===== src/rtl/if_prefetch_buffer_pkg.sv =====
// rtl/if_prefetch_buffer_pkg.sv - shared types and constants for the instruction prefetch buffer
package if_pf_pkg;
  localparam int ADDR_W  = 32;
  localparam int DATA_W  = 32;
  localparam int PC_STEP = 4;

  typedef enum logic {IDLE, RUN} pf_state_e;

  typedef struct packed {
    logic [ADDR_W-1:0] pc;
    logic [DATA_W-1:0] instr;
  } pf_entry_t;
endpackage


===== src/rtl/if_prefetch_buffer_fifo.sv =====
// rtl/if_prefetch_buffer_fifo.sv - DEPTH-entry FIFO of {pc, instr}; clear wins over push
module pf_fifo
  import if_pf_pkg::*;
#(
  parameter int DEPTH = 4,
  localparam int CW   = $clog2(DEPTH + 1)
) (
  input  logic          clk_i,
  input  logic          rst_i,
  input  logic          push,
  input  logic          pop,
  input  logic          clear,
  input  pf_entry_t     din,
  output pf_entry_t     head,
  output logic [CW-1:0] count
);
  localparam int AW = $clog2(DEPTH);

  pf_entry_t         mem [DEPTH];
  logic [AW-1:0]     wr_ptr;
  logic [AW-1:0]     rd_ptr;

  always_ff @(posedge clk_i or negedge rst_i) begin
    if (!rst_i) begin
      wr_ptr <= '0;
      rd_ptr <= '0;
      count  <= '0;
      for (int i = 0; i < DEPTH; i++) mem[i] <= '0;
    end else if (clear) begin
      wr_ptr <= '0;
      rd_ptr <= '0;
      count  <= '0;
    end else begin
      if (push) begin
        mem[wr_ptr] <= din;
        wr_ptr      <= wr_ptr + AW'(1);
      end
      if (pop) rd_ptr <= rd_ptr + AW'(1);
      count <= count + CW'(push) - CW'(pop);
    end
  end

  assign head = mem[rd_ptr];
endmodule


===== src/rtl/if_prefetch_buffer.sv =====
// rtl/if_prefetch_buffer.sv - in-order instruction prefetch queue with redirect flush
// Optional PF_BYPASS_EN: a response arriving at an empty queue with ready high is forwarded the same cycle.
module if_prefetch_buffer #(
  parameter int DEPTH = 4,
  parameter int ADDR_W = if_pf_pkg::ADDR_W,
  parameter int DATA_W = if_pf_pkg::DATA_W,
  parameter logic [ADDR_W-1:0] RESET_PC = '0
) (
  input  logic              clk_i,
  input  logic              rst_i,
  input  logic              start_i,
  input  logic              redirect_i,
  input  logic [ADDR_W-1:0] redirect_pc_i,
  output logic              mem_req_o,
  output logic [ADDR_W-1:0] mem_addr_o,
  input  logic              mem_ack_i,
  input  logic              mem_rvalid_i,
  input  logic [DATA_W-1:0] mem_rdata_i,
  output logic              instr_valid_o,
  input  logic              instr_ready_i,
  output logic [DATA_W-1:0] instr_o,
  output logic [ADDR_W-1:0] pc_o
);
  import if_pf_pkg::*;

  localparam int CW = $clog2(DEPTH + 1);
  localparam logic [ADDR_W-1:0] STEP = ADDR_W'(PC_STEP);

  pf_state_e         state;
  logic [ADDR_W-1:0] fetch_pc;
  logic [ADDR_W-1:0] resp_pc;
  logic [ADDR_W-1:0] redir_pc;
  logic [CW-1:0]     outstanding;
  logic [CW-1:0]     drop_cnt;
  logic [CW-1:0]     count;
  logic [CW-1:0]     out_next;
  pf_entry_t         head;
  pf_entry_t         push_entry;
  logic              ack, rsp, redir, keep, push, pop, empty, bypass;

  // Credit: buffered plus in-flight words never exceed the queue size.
  assign mem_req_o  = (state == RUN) &&
                      (({1'b0, count} + {1'b0, outstanding}) < (CW + 1)'(DEPTH));
  assign mem_addr_o = fetch_pc;

  assign ack      = mem_req_o && mem_ack_i;
  assign rsp      = mem_rvalid_i && (outstanding != '0);
  assign redir    = (state == RUN) && redirect_i;
  assign keep     = rsp && (drop_cnt == '0) && !redir;
  assign empty    = (count == '0);
  assign out_next = outstanding + CW'(ack) - CW'(rsp);
  assign redir_pc = redirect_pc_i & ~ADDR_W'(3);

`ifdef PF_BYPASS_EN
  assign bypass        = keep && empty && instr_ready_i;
  assign instr_valid_o = !empty || bypass;
  assign instr_o       = bypass ? mem_rdata_i : head.instr;
  assign pc_o          = bypass ? resp_pc : head.pc;
`else
  assign bypass        = 1'b0;
  assign instr_valid_o = !empty;
  assign instr_o       = head.instr;
  assign pc_o          = head.pc;
`endif

  assign push             = keep && !bypass;
  assign pop              = !empty && instr_ready_i;
  assign push_entry.pc    = resp_pc;
  assign push_entry.instr = mem_rdata_i;

  pf_fifo #(.DEPTH(DEPTH)) u_fifo (
    .clk_i (clk_i),
    .rst_i (rst_i),
    .push  (push),
    .pop   (pop),
    .clear (redir),
    .din   (push_entry),
    .head  (head),
    .count (count)
  );

  always_ff @(posedge clk_i or negedge rst_i) begin
    if (!rst_i) begin
      state       <= IDLE;
      fetch_pc    <= RESET_PC;
      resp_pc     <= RESET_PC;
      outstanding <= '0;
      drop_cnt    <= '0;
    end else begin
      outstanding <= out_next;
      if (state == IDLE && start_i) state <= RUN;
      if (redir) begin
        // Everything still in flight after this edge belongs to the old stream.
        fetch_pc <= redir_pc;
        resp_pc  <= redir_pc;
        drop_cnt <= out_next;
      end else begin
        if (ack)  fetch_pc <= fetch_pc + STEP;
        if (keep) resp_pc  <= resp_pc + STEP;
        if (rsp && drop_cnt != '0) drop_cnt <= drop_cnt - CW'(1);
      end
    end
  end
endmodule


===== config.mk =====
export PLATFORM = sky130hd
export DESIGN_NAME = if_prefetch_buffer
export DESIGN_NICKNAME = d
export VERILOG_FILES = /design/src/rtl/if_prefetch_buffer_pkg.sv /design/src/rtl/if_prefetch_buffer_fifo.sv /design/src/rtl/if_prefetch_buffer.sv
export SDC_FILE = /design/constraint.sdc
export NUM_CORES = 1
export LEC_CHECK = 0
export ABC_AREA = 0
export BUFFER_PORTS_ARGS = -buffer_cell sky130_fd_sc_hd__buf_2
export CAP_MARGIN = 20
export CORE_MARGIN = 3
export CORE_UTILIZATION = 64
export DETAILED_ROUTE_END_ITERATION = 10
export GPL_TIMING_DRIVEN = 0
export PLACE_DENSITY = 0.93
export SYNTH_ARGS = -nofsm -noshare
export SYNTH_HDL_FRONTEND = slang
export SYNTH_SLANG_ARGS = --single-unit

===== constraint.sdc =====
create_clock -name clk_i -period 4.85 [get_ports clk_i]
set_input_delay 0.97 -clock clk_i [delete_from_list [all_inputs] [get_ports clk_i]]
set_output_delay 0.97 -clock clk_i [all_outputs]
set_load 0.02 [all_outputs]

==> key figures <==
Power and ir drop
  • Max VDD drop: 0.423 mV
  • PwrDens: 541 nW/um^2
  • Leakage: 0.00821 uW
  • Total Power: 9570 uW

Drt
  • DR vias: 11200
  • Antenna Nets Post-Route: 0
  • Vias per cell: 6.67
  • Post-route DRC: 0
  • Wire length per cell: 23.8 um
  • First drt pass iteration count: 6
  • Final WL: 40100 um
  • DR iter-0 viols: 1400

Placement
  • Dpl hpwl: 27100 um
  • Port Buffers: 162
  • Cells after DPL: 1623
  • Placer Congestion: 0.958

Clocking
  • Clk slew on worst S/H paths: 60 ps
  • # hold bufs at CTS: 0
  • Post-CTS sizing: 0
  • TritonCTS clock tree: built
  • Clk_lat worst skew: 520 ps
  • Clock Sinks: 322
  • Clk Tree Root Cell: clkbuf_16
  • Post-CTS setup buffer count: 0
  • Cts bufs inserted: 35
  • CTS HTree Levels: 2
  • Clock buffer depth: 3

Timing
  • Setup-failing EPs final: 0
  • Final Hold Viols: 0
  • Worst-Margin Slew: 957 ps
  • Min cycle time layout: 4060 ps
  • Worst Skew: 18.6 ps
  • RSZ-0062 raised after global routing: no
  • Fin crit share: 0.836
  • Max frequency: 247 MHz
  • Slew Viols, Final: 0
  • Setup TNS: 0 ps
  • Slew margin rel.: 0.362

Floorplan
  • Core ar.: 23100 um^2
  • Row Count: 55
  • Chip Width: 160 um
  • Die H: 160 um
  • Initial Utilization: 0.661
  • DIE AREA: 25700 um^2
  • I/O pins: 169

Critical path
  • Crit path DAT: 3090 ps
  • Crit end category: output pin
  • Max Fanout on Critical Path: 10
  • Critical path's slowest cell: buf_1
  • Worst-path cell chain: clkbuf_1 > buf_1 > mux4_2 > buf_2
  • Crit path kind: flop to output pin
  • Worst Setup Start Kind: flop
  • Worst Path Required: 3880 ps
  • Max incr delay on CP: 790 ps

Logic synthesis
  • Synth Area in Adders: 0.0141
  • Ys flop type: dfrtp_1
  • Synth area leader: dfrtp_1
  • Cells after synthesis: 1142
  • Synth warn: 0
  • Area contributors post-synth: dfrtp_1 53%, mux2_2 18%, mux4_2 9.2%, nor2_1 1.6%, clkbuf_1 1.5%
  • Post-Syn Area: 15200 um^2
  • Area fraction in compound gates after synthesis: 0.0505
  • Post-synthesis mux area share: 0.277
  • Xor-xnor portion of the synthesized cell area: 0.00976
  • Main combinational cell family by area after synthesis: multiplexers
  • Synth Area in Simple Gates: 0.0944
  • Average size of a mapped cell: 13.4 um^2
  • Yosys cell types: 50
  • Synth Register Bits: 322
  • Area share of the largest cell type after synthesis: 0.528
  • FFs w/ async S/R, synth: 1.00
  • Post-synthesis sequential area ratio: 0.528
  • Post-synth EDFFs: 0

GRT
  • GRT overflow: 0
  • Initial antenna violation count: 0
  • Gr usage total: 0.309
  • Vias in the first global route: 11400
  • First-pass GRT wire length: 63000 um
  • Largest net degree at the start of global routing: 97

Run
  • Max-Cap Viols: 0

Finish
  • Filler Cell Count: 1341
  • Ant. Diodes: 0
  • Fin nets: 1435
  • Final design utilization: 0.768
  • Layout cells sized above 1: 0.395
  • Fin cells: 1685
  • P&R area growth vs syn: 16.1%

Outcome
  • Status: finished, final reports clean

Hold path
  • Worst Hold Class: input port to async pin
## registers in the layout, indices dropped and copies added, names as in the netlist
name,flops
u_fifo.count,3
resp_pc,30
mem_addr_o,30
drop_cnt,3
u_fifo.mem,248
u_fifo.rd_ptr,2
u_fifo.wr_ptr,2
outstanding,3
state,1
## cell usage after synthesis (all sizes together) (16+ instances only)
cell type / n
nor3: 18
a211oi: 27
nand4: 28
mux2: 249
clkbuf: 62
or4: 16
a31oi: 22
and3: 16
dfrtp: 322
nand2: 37
nor2: 63
mux4: 62
nand3: 24
nor4: 21
buf: 21
## through the flow
step	worst slack, ps	instance area (um^2)	hold WS, ps
5_1_grt	628	17700	406
3_3_place_gp	-3010	16500	481
2_1_floorplan	1890	15300	474
4_1_cts	612	17700	394
6_report	794	17700	386
3_5_place_dp	1150	16600	489
## cells in the final DEF (no fill, tap or decap), types with 7 or more instances in the layout
cell type,Yosys,layout
o21ai_0,11,11
nor3_1,18,18
a21oi_1,13,13
a31oi_1,22,22
nor4_1,20,20
and3_1,16,16
mux2_2,249,249
xnor2_1,9,9
clkbuf_1,61,71
o31ai_1,14,14
nor2_1,63,63
and4_1,12,12
nand3_1,24,24
dfrtp_1,322,322
ha_1,14,14
inv_1,13,13
a211oi_1,27,27
buf_1,16,16
mux4_2,62,62
clkbuf_16,0,35
or4_1,15,15
a211o_1,7,7
or3_1,12,12
buf_2,0,161
xor2_1,8,8
nand4_1,28,28
nand2_1,37,37
## per-layer routing
metal | global-route usage | share of wire
met3 | 0.0518 | 0.091
met5 | 0 | 0
met4 | 0.0966 | 0.035
met1 | 0.426 | 0.39
met2 | 0.510 | 0.49
## kinds of logic after synthesis
kind of cell    after synthesis
fa+ha+maj                    16
mux                         314
buf+inv                      96
compound gates              111
xor+xnor                     17
simple gates                265
flops                       322
other cells                   1
## worst max-delay path: cells and delay by family (launching register included)
kind | cells | cell delay [ps]
buf+inv | 3 | 1650
mux | 1 | 620
flops | 1 | 320
## final cells by class
type | count | area (um^2) | area share
repair buffers | 166 | 918 | 0.0519
clock buffers | 51 | 996 | 0.0563
plain buffers | 83 | 335 | 0.0189
clock inverters | 10 | 134 | 0.00756
multi-input cells | 727 | 6820 | 0.385
inverters | 13 | 48.8 | 0.00276
well taps | 313 | 392 | 0.0221
flip-flops and latches | 322 | 8060 | 0.455
## report_power, final
group / switching [uW] / internal, uW / leakage [uW]
clock network: 1070 / 1540 / 0.000555
logic: 1770 / 1490 / 0.00345
registers: 412 / 3290 / 0.00421
## final timing paths
path	startpoint	endpoint	slack (ps)	cells after the start
min in group clk_i	u_fifo.mem[57]	u_fifo.mem[57]	500	1
max in group asynchronous	rst_i	u_fifo.mem[154]	3280	3
max	u_fifo.rd_ptr[0]	pc_o[23]	790	4
min	rst_i	u_fifo.mem[133]	390	1
min reg2reg	u_fifo.mem[57]	u_fifo.mem[57]	500	1
max reg2reg	outstanding[2]	drop_cnt[2]	820	12
No activity file was read; power rests on OpenSTA's default activity.
